$ cat src/rtl/ppu_arb_pkg.sv
// ppu_arb_pkg: shared FSM encoding, default widths and round-robin pick helper for the PPU input arbiter
package ppu_arb_pkg;
    localparam int NUM_SRC_D     = 4;
    localparam int DATA_WIDTH_D  = 64;
    localparam int ROUTE_WIDTH_D = 16;
    localparam int SRC_BITS_D    = 2;
    localparam int MAX_SRC       = 8;

    typedef enum logic [1:0] {
        IDLE = 2'd0,
        REQ  = 2'd1,
        XFER = 2'd2,
        REL  = 2'd3
    } arb_state_t;

    // Returns {valid, idx}: first set bit of req at or after rr, modulo n.
    // Scanning from the far end lets the nearest candidate overwrite the result.
    function automatic logic [3:0] rr_pick(input logic [7:0] req, input logic [2:0] rr, input int n);
        logic [3:0] r;
        int j;
        r = '0;
        for (int k = MAX_SRC - 1; k >= 0; k--) begin
            j = (int'(rr) + k) % n;
            if (k < n && req[j]) r = {1'b1, 3'(j)};
        end
        return r;
    endfunction
endpackage

$ cat src/rtl/rr_priority_pick.sv
// rr_priority_pick: combinational round-robin picker
//   req   : per-source request vector
//   rr    : index with highest priority this round
//   valid : some request is set
//   idx   : first requesting index at or after rr, modulo N
module rr_priority_pick import ppu_arb_pkg::*; #(
    parameter int N = NUM_SRC_D,
    parameter int W = SRC_BITS_D
) (
    input  logic [N-1:0] req,
    input  logic [W-1:0] rr,
    output logic         valid,
    output logic [W-1:0] idx
);
    logic [3:0] w_pick;

    assign w_pick = rr_pick(8'(req), 3'(rr), N);
    assign valid  = w_pick[3];
    assign idx    = W'(w_pick[2:0]);
endmodule

$ cat src/rtl/ppu_in_arbiter.sv
// ppu_in_arbiter: shares one PPU input port between NUM_SRC classifier channels, whole packets round-robin
//   clk, reset            : core clock, synchronous active-low reset
//   in_data/in_pkt_route  : packed per-source word and route tag
//   in_wr, in_req, in_ack : per-source word valid, packet request, grant
//   out_*                 : registered word/route/valid/request towards the PPU, out_ack from the PPU
//   grant_src             : current owner index
//   PPU_ARB_STATS_EN      : adds pkt_count (32 bits per source) and word_count
module ppu_in_arbiter import ppu_arb_pkg::*; #(
    parameter int NUM_SRC     = NUM_SRC_D,
    parameter int DATA_WIDTH  = DATA_WIDTH_D,
    parameter int ROUTE_WIDTH = ROUTE_WIDTH_D,
    parameter int SRC_BITS    = SRC_BITS_D
) (
    input  logic                           clk,
    input  logic                           reset,
    input  logic [NUM_SRC*DATA_WIDTH-1:0]  in_data,
    input  logic [NUM_SRC*ROUTE_WIDTH-1:0] in_pkt_route,
    input  logic [NUM_SRC-1:0]             in_wr,
    input  logic [NUM_SRC-1:0]             in_req,
    output logic [NUM_SRC-1:0]             in_ack,
    output logic [DATA_WIDTH-1:0]          out_data,
    output logic [ROUTE_WIDTH-1:0]         out_pkt_route,
    output logic                           out_wr,
    output logic                           out_req,
    input  logic                           out_ack,
    output logic [SRC_BITS-1:0]            grant_src
`ifdef PPU_ARB_STATS_EN
    ,
    output logic [NUM_SRC*32-1:0]          pkt_count,
    output logic [31:0]                    word_count
`endif
);
    arb_state_t               r_state;
    logic [SRC_BITS-1:0]      r_owner;
    logic [SRC_BITS-1:0]      r_rr;
    logic [NUM_SRC-1:0]       r_in_ack;
    logic                     r_out_req;
    logic                     r_out_wr;
    logic [DATA_WIDTH-1:0]    r_out_data;
    logic [ROUTE_WIDTH-1:0]   r_out_route;

    logic                     w_valid;
    logic [SRC_BITS-1:0]      w_idx;
    logic                     w_own_req;
    logic                     w_own_wr;
    logic [DATA_WIDTH-1:0]    w_own_data;
    logic [ROUTE_WIDTH-1:0]   w_own_route;
    logic [SRC_BITS-1:0]      w_rr_next;
    logic                     w_xfer_start;

    rr_priority_pick #(.N(NUM_SRC), .W(SRC_BITS)) u_pick (
        .req   (in_req),
        .rr    (r_rr),
        .valid (w_valid),
        .idx   (w_idx)
    );

    assign w_own_req    = in_req[r_owner];
    assign w_own_wr     = in_wr[r_owner];
    assign w_own_data   = in_data[r_owner*DATA_WIDTH +: DATA_WIDTH];
    assign w_own_route  = in_pkt_route[r_owner*ROUTE_WIDTH +: ROUTE_WIDTH];
    assign w_rr_next    = (int'(r_owner) == NUM_SRC - 1) ? '0 : r_owner + 1'b1;
    // Abort takes precedence over a simultaneous out_ack: the owner is gone.
    assign w_xfer_start = (r_state == REQ) && w_own_req && out_ack;

    always_ff @(posedge clk) begin
        if (!reset) begin
            r_state     <= IDLE;
            r_owner     <= '0;
            r_rr        <= '0;
            r_in_ack    <= '0;
            r_out_req   <= 1'b0;
            r_out_wr    <= 1'b0;
            r_out_data  <= '0;
            r_out_route <= '0;
        end else begin
            r_out_wr <= 1'b0;
            case (r_state)
                IDLE: if (w_valid) begin
                    r_owner   <= w_idx;
                    r_out_req <= 1'b1;
                    r_state   <= REQ;
                end
                REQ: if (!w_own_req) begin
                    r_out_req <= 1'b0;
                    r_state   <= REL;
                end else if (out_ack) begin
                    r_in_ack <= NUM_SRC'(1) << r_owner;
                    r_state  <= XFER;
                end
                XFER: begin
                    // The word sampled alongside the req drop is still forwarded.
                    r_out_wr <= w_own_wr;
                    if (w_own_wr) begin
                        r_out_data  <= w_own_data;
                        r_out_route <= w_own_route;
                    end
                    if (!w_own_req) begin
                        r_in_ack  <= '0;
                        r_out_req <= 1'b0;
                        r_rr      <= w_rr_next;
                        r_state   <= REL;
                    end
                end
                REL: if (!out_ack) r_state <= IDLE;
                default: r_state <= IDLE;
            endcase
        end
    end

    assign in_ack        = r_in_ack;
    assign out_req       = r_out_req;
    assign out_wr        = r_out_wr;
    assign out_data      = r_out_data;
    assign out_pkt_route = r_out_route;
    assign grant_src     = r_owner;

`ifdef PPU_ARB_STATS_EN
    logic [31:0] r_pkt_cnt [NUM_SRC];
    logic [31:0] r_word_cnt;

    always_ff @(posedge clk) begin
        if (!reset) begin
            for (int i = 0; i < NUM_SRC; i++) r_pkt_cnt[i] <= '0;
            r_word_cnt <= '0;
        end else begin
            if (w_xfer_start) r_pkt_cnt[r_owner] <= r_pkt_cnt[r_owner] + 1'b1;
            if (r_state == XFER && w_own_wr) r_word_cnt <= r_word_cnt + 1'b1;
        end
    end

    for (genvar g = 0; g < NUM_SRC; g++) begin : g_cnt
        assign pkt_count[g*32 +: 32] = r_pkt_cnt[g];
    end
    assign word_count = r_word_cnt;
`endif
endmodule
$ cat config.mk
export PLATFORM = sky130hd
export DESIGN_NAME = ppu_in_arbiter
export DESIGN_NICKNAME = d
export VERILOG_FILES = /design/src/rtl/ppu_arb_pkg.sv /design/src/rtl/rr_priority_pick.sv /design/src/rtl/ppu_in_arbiter.sv
export SDC_FILE = /design/constraint.sdc
export NUM_CORES = 1
export LEC_CHECK = 0
export CAP_MARGIN = 20
export CORE_AREA = 2 2 164 166
export DETAILED_ROUTE_END_ITERATION = 10
export DIE_AREA = 0 0 166 168
export GPL_ROUTABILITY_DRIVEN = 0
export PLACE_DENSITY = 0.66
export SYNTH_ARGS = -nofsm -noshare
export SYNTH_HDL_FRONTEND = slang
export SYNTH_SLANG_ARGS = --single-unit
$ cat constraint.sdc
create_clock -name clk -period 2.3 [get_ports clk]
set_clock_uncertainty 0.1 [all_clocks]
set_input_delay 0.46 -clock clk [delete_from_list [all_inputs] [get_ports clk]]
set_output_delay 0.46 -clock clk [all_outputs]
set_load 0.1 [all_outputs]
==> run_results.csv, run 1 <==
group,metric,value,unit
die,design.core.area,0.0264,mm²
drt,route.vias.total,5703,
drt,m1WireLength,8900,µm
sta,layout_worst_path_cycle_share,87.5,%
cts,cts.sinks,92,
synthesis,synth_async_sr_flop_share,0,%
cts,worst_setup_hold_path_clk_slew,70,ps
final_layout,final_layout_size_suffix_gt1_share,22.6,%
sta,setup_ws,287,ps
synthesis,postSynthAreaPerCell,10.6,µm²
cts,cts.root.buffer_cell,"sky130_fd_sc_hd__clkbuf_16",
run_status,outcome,"complete, no violations",
synthesis,netlist_area,0.00563,mm²
drt,routed_wl,21700,µm
drt,viasPerCell,4.45,
sta,slew_limit_fails,0,
pwr,power.density_cell_area,722,mW/mm²
pwr,power.leakage,3.72,nW
die,pin_count,419,
die,die_width,166,µm
worst_setup_path,worst-setup-path-type,"reg2out",
place,preCtsSetupSlack,1.51,ps
grt,antenna_found_initial,0,
synthesis,synth-seq-area-share,32.7,%
sta,fmax,0.497,GHz
grt,wire_length_of_the_first_global_routing_pass,33200,µm
die,die_y,168,µm
drt,routed.top_layer,"met4",
place,place_hpwl,17600,µm
drt,routed_wire_length_per_instance,16.9,µm
cts,clock_tree_from_tritoncts,"yes",
worst_setup_path,cp.arrival,1450,ps
drt,drt_first_iter_violations,289,
grt,first_global_vias,5965,
synthesis,yosys.cell_types.count,32,
die,die-area,0.0279,mm²
place,numPortBuffers,418,
final_layout,most_common_library_cell_in_the_layout_ignoring_fill_and_taps,"sky130_fd_sc_hd__clkdlybuf4s50_1",
cts,cts_buffers,9,
cts,cts.htree.levels,3,
final_layout,layout-area-overhead-vs-synth,84.4,%
sta,slew_headroom,63.2,%
synthesis,syn-instance-count,533,
pwr,peakVddDrop,0.494,mV
cts,buffer_count_from_post_cts_setup_fixing,0,
grt,grt_start_max_net_pins,98,
cts,cts_hold_buf,0,
final_layout,final_design_area_no_fill,0.0104,mm²
run,maxCapViolations,0,
sta,final.min_clock_period,2010,ps
synthesis,synth_top_flop_cell,"sky130_fd_sc_hd__dfxtp_1",
cts,clock_insertion_delay_worst_skew,340,ps
final_layout,final_nets,1274,
drt,drc_errors_left,0,
worst_hold_path,hp-class,"reg2reg",
die,initial_utilization,21.4,%
synthesis,synth-edff-count,0,
synthesis,synth.ff_latch_count,92,
sta,setup-tns-final,0,ps
sta,final-setup-viol-count,0,
sta,grt_setup_unrepaired,"no",
grt,grt_remaining_overflow,0,
worst_setup_path,max_fo_critical_path,39,
grt,track_usage,15.2,%
sta,final_hold_viol_count,0,
cts,postCtsResizedCells,0,
drt,routed-wl-met3,1620,µm
worst_setup_path,critical_path_rt,1740,ps
die,placement_rows,60,
place,placed_cell_area,0.0101,mm²
sta,worst_tran_pin_value,553,ps
cts,clockBufferDepth,2,
drt,drtPass1Iterations,4,
worst_setup_path,worst_setup_path_end_kind,"output port",
worst_setup_path,worstSetupStartpointType,"flop",
synthesis,ys_warn_count,0,
final_layout,layout_common_cells,"sky130_fd_sc_hd__clkdlybuf4s50_1 (329), sky130_fd_sc_hd__nand2_1 (172), sky130_fd_sc_hd__buf_4 (98), sky130_fd_sc_hd__dfxtp_1 (90), sky130_fd_sc_hd__mux4_2 (82)",
drt,drtAntennaViolNets,0,
drt,routed-wl-met2,10800,µm
synthesis,net_count_synth,872,
path summary, 6_finish.rpt:
check	from	cells after the start	slack, ps	end
worst max-delay path	grant_src[1]	2	290	grant_src[1]
worst min-delay path	out_pkt_route[12]	2	350	out_pkt_route[12]
worst max register to register	grant_src[0]	4	370	out_data[4]
worst min register to register	out_pkt_route[12]	2	350	out_pkt_route[12]
final cells by class:
type                    count  area [µm²]
multi-input cells         386        3540
fillers                  2594       16000
inverters                   9        33.8
flip-flops and latches     92        1850
clock buffers              11         243
clock inverters             5        83.8
well taps                 341         427
repair buffers            437        4210
diodes                      1        2.50
critical path: stages (launching register included):
cell                      delay, ps
sky130_fd_sc_hd__dfxtp_4        390
sky130_fd_sc_hd__buf_4          470
sky130_fd_sc_hd__buf_12         250
per-stage QoR:
step	hold slack [ps]	utilization (%)	cells	total power [W]
2_1_floorplan	354	-	533	0.00466
3_3_place_gp	342	38.2	1265	0.00593
3_5_place_dp	346	38.2	1265	0.00594
4_1_cts	357	39.4	1281	0.00763
5_1_grt	369	39.4	1281	0.00789
6_report	355	39.4	1282	0.00750
cells in the mapped netlist, types with 2 or more instances:
| cell type | instances | area share [%] |
|---|---|---|
| sky130_fd_sc_hd__nand2_1 | 173 | 12 |
| sky130_fd_sc_hd__dfxtp_1 | 92 | 33 |
| sky130_fd_sc_hd__mux4_2 | 82 | 33 |
| sky130_fd_sc_hd__a21boi_0 | 68 | 9.1 |
| sky130_fd_sc_hd__buf_2 | 19 | 1.7 |
| sky130_fd_sc_hd__a21boi_1 | 16 | 2.1 |
| sky130_fd_sc_hd__clkbuf_1 | 10 | 0.67 |
| sky130_fd_sc_hd__inv_1 | 9 | 0.60 |
| sky130_fd_sc_hd__buf_1 | 8 | 0.53 |
| sky130_fd_sc_hd__ha_1 | 8 | 1.8 |
| sky130_fd_sc_hd__clkbuf_4 | 7 | 0.93 |
| sky130_fd_sc_hd__mux2i_1 | 6 | 1.1 |
| sky130_fd_sc_hd__nand3b_1 | 5 | 0.67 |
| sky130_fd_sc_hd__nor2b_1 | 4 | 0.44 |
| sky130_fd_sc_hd__a21oi_1 | 3 | 0.27 |
| sky130_fd_sc_hd__nor2_1 | 3 | 0.20 |
| sky130_fd_sc_hd__a211o_1 | 2 | 0.31 |
| sky130_fd_sc_hd__and3_1 | 2 | 0.22 |
| sky130_fd_sc_hd__buf_4 | 2 | 0.27 |
| sky130_fd_sc_hd__o221ai_1 | 2 | 0.31 |
logic make-up (layout without fill, tap and decap cells):
| kind of cell | count (synthesis) | in the layout | share of synthesized area [%] |
|---|---|---|---|
| and+or+nand+nor | 194 | 194 | 13.9 |
| AOI/OAI and AO/OA | 96 | 96 | 13.1 |
| DFF | 92 | 92 | 32.7 |
| muxes | 88 | 88 | 33.8 |
| buffers and inverters | 55 | 462 | 4.69 |
| adders and majority gates | 8 | 8 | 1.78 |
| other | 0 | 1 | 0 |
registers in the layout, indices dropped and copies added (netlist names):
register,flops
grant_src,2
out_wr,1
r_rr,2
r_state,2
out_req,1
out_pkt_route,16
in_ack,4
out_data,64
per-layer routing:
metal  GRT usage (%)  vias up
li1                -     2735
met3            4.70       22
met4            3.63        0
met1            18.2     2721
met2            26.6      225
met5               0        -
power by group:
group	total (W)	internal, W	switching [W]
registers	0.00194	0.00180	0.000137
logic	0.00392	0.00159	0.00233
clock network	0.00164	0.000988	0.000655
total	0.00750	0.00438	0.00312
Note: power is estimated with default switching activity, not from simulation.
==> run 2, diff against run 1 <==
Settings changed: SLEW_MARGIN from default to 30, TNS_END_PERCENT from default to 30.
==> results of run 2 <==
Same layout as run 1: the final DEF is identical, and so are final timing and power.
==> run 3, diff against run 2 <==
Settings changed: GPL_TIMING_DRIVEN from default to 0.
==> run 3 against run 2 <==
Final cell count increased by 2.0%; critical path depth is 1 lower; via count is 2.4% higher; setup slack worse by 220 ps; utilization rose by 0.22 points; critical path type unchanged; highest routed layer is now met5.
==> run_results.csv, run 3 (same netlist as run 1, synthesis figures left out) <==
group,metric,value,unit
worst_hold_path,hp-class,"reg2reg",
sta,worst_tran_pin_value,1030,ps
die,die_width,166,µm
sta,setup_ws,66.2,ps
cts,cts_hold_buf,0,
place,preCtsSetupSlack,-432,ps
final_layout,layout_common_cells,"sky130_fd_sc_hd__clkdlybuf4s50_1 (329), sky130_fd_sc_hd__nand2_1 (172), sky130_fd_sc_hd__dfxtp_1 (90), sky130_fd_sc_hd__dlygate4sd2_1 (83), sky130_fd_sc_hd__mux4_2 (82)",
cts,cts.htree.levels,3,
worst_setup_path,worst-setup-path-type,"reg2out",
pwr,peakVddDrop,0.520,mV
worst_setup_path,cp.arrival,1670,ps
drt,drt_first_iter_violations,216,
worst_setup_path,worstPathBufferInverterCount,1,
die,pin_count,419,
final_layout,number_of_standard_cells_in_the_final_layout_excluding_fillers,1308,
final_layout,final_nets,1300,
drt,drtPass1Iterations,4,
grt,wire_length_of_the_first_global_routing_pass,36600,µm
grt,antenna_found_initial,2,
worst_setup_path,critical_path_rt,1740,ps
worst_setup_path,worst_setup_path_end_kind,"output port",
drt,routed_wl,24400,µm
worst_setup_path,crit_chain,"dlygate4sd2_1",
final_layout,final_layout_size_suffix_gt1_share,14.5,%
die,die_y,168,µm
cts,cts.root.buffer_cell,"sky130_fd_sc_hd__clkbuf_16",
worst_setup_path,slowest_stage,"sky130_fd_sc_hd__dlygate4sd2_1",
drt,drtAntennaViolNets,0,
cts,clock_tree_from_tritoncts,"yes",
die,placement_rows,60,
worst_setup_path,max_fo_critical_path,7,
worst_setup_path,crit_path_max_cell_delay,880,ps
sta,layout_worst_path_cycle_share,97.1,%
pwr,power.density_cell_area,719,mW/mm²
cts,buffer_count_from_post_cts_setup_fixing,0,
final_layout,largest_register_ffs,64,
cts,cts.sinks,92,
drt,route.vias.total,5841,
run,maxCapViolations,0,
grt,track_usage,17.2,%
final_layout,layout-area-overhead-vs-synth,85.5,%
grt,grt_start_max_net_pins,18,
drt,routed_wire_length_per_instance,18.6,µm
cts,clock_insertion_delay_worst_skew,350,ps
cts,postCtsResizedCells,85,
place,place_hpwl,20000,µm
grt,grt_remaining_overflow,0,
sta,fmax,0.448,GHz
cts,cts_buffers,9,
sta,final-setup-viol-count,0,
sta,final_hold_viol_count,0,
final_layout,most_common_library_cell_in_the_layout_ignoring_fill_and_taps,"sky130_fd_sc_hd__clkdlybuf4s50_1",
sta,slew_limit_fails,0,
place,dp_cells,1291,
sta,slew_headroom,31.7,%
worst_setup_path,worstSetupStartpointType,"flop",
die,die-area,0.0279,mm²
grt,first_global_vias,6144,
drt,viasPerCell,4.47,
worst_setup_path,critical_path.top_delay_family,"buffers and inverters",
run_status,outcome,"complete, no violations",
die,initial_utilization,21.4,%
sta,setup-tns-final,0,ps
cts,clockBufferDepth,2,
drt,drc_errors_left,0,
sta,final.min_clock_period,2230,ps
die,design.core.area,0.0264,mm²
place,numPortBuffers,417,
pwr,power.leakage,3.96,nW
sta,grt_setup_unrepaired,"no",
cts,worst_setup_hold_path_clk_slew,80,ps
-- run 3: layout make-up --
cell class,instances,area [µm²]
Tap cell,341,427
Fill cell,2626,15900
Inverter,9,33.8
Clock inverter,7,105
Sequential cell,92,1840
Clock buffer,9,225
Multi-Input combinational cell,386,3530
Antenna cell,1,2.50
Timing Repair Buffer,417,4050
Buffer,46,236
-- run 3: final timing paths --
kind	from	end	slack, ps	cells past startpoint
worst max-delay path	grant_src[0]	grant_src[0]	70	1
worst min-delay path	out_data[26]	out_data[26]	350	2
worst max register to register	grant_src[1]	out_data[44]	100	5
worst min register to register	out_data[26]	out_data[26]	350	2
-- run 3: layer usage --
metal	up-vias	track usage, %	part of all wire, %	wire length (µm)
li1	2793	-	-	-
met1	2806	20.9	41	10100
met2	223	30.7	51	12300
met3	17	4.96	7.0	1720
met4	2	3.10	0.89	218
met5	-	0	0.053	13
-- run 3: where the power goes --
part	total (W)	leakage, nW	internal, W	switching (W)
sequential	0.00192	0.746	0.00180	0.000125
clock	0.00169	0.159	0.000974	0.000721
combinational	0.00390	3.05	0.00149	0.00241
-- run 3: through the flow --
step / util, % / instance area, µm² / hold slack (ps) / power, W
2_1_floorplan: - / 5640 / 354 / 0.00466
4_1_cts: 39.6 / 10400 / 353 / 0.00763
3_5_place_dp: 38.8 / 10200 / 346 / 0.00602
5_1_grt: 39.6 / 10400 / 379 / 0.00790
3_3_place_gp: 38.9 / 10200 / 340 / 0.00601
6_report: 39.7 / 10500 / 350 / 0.00752
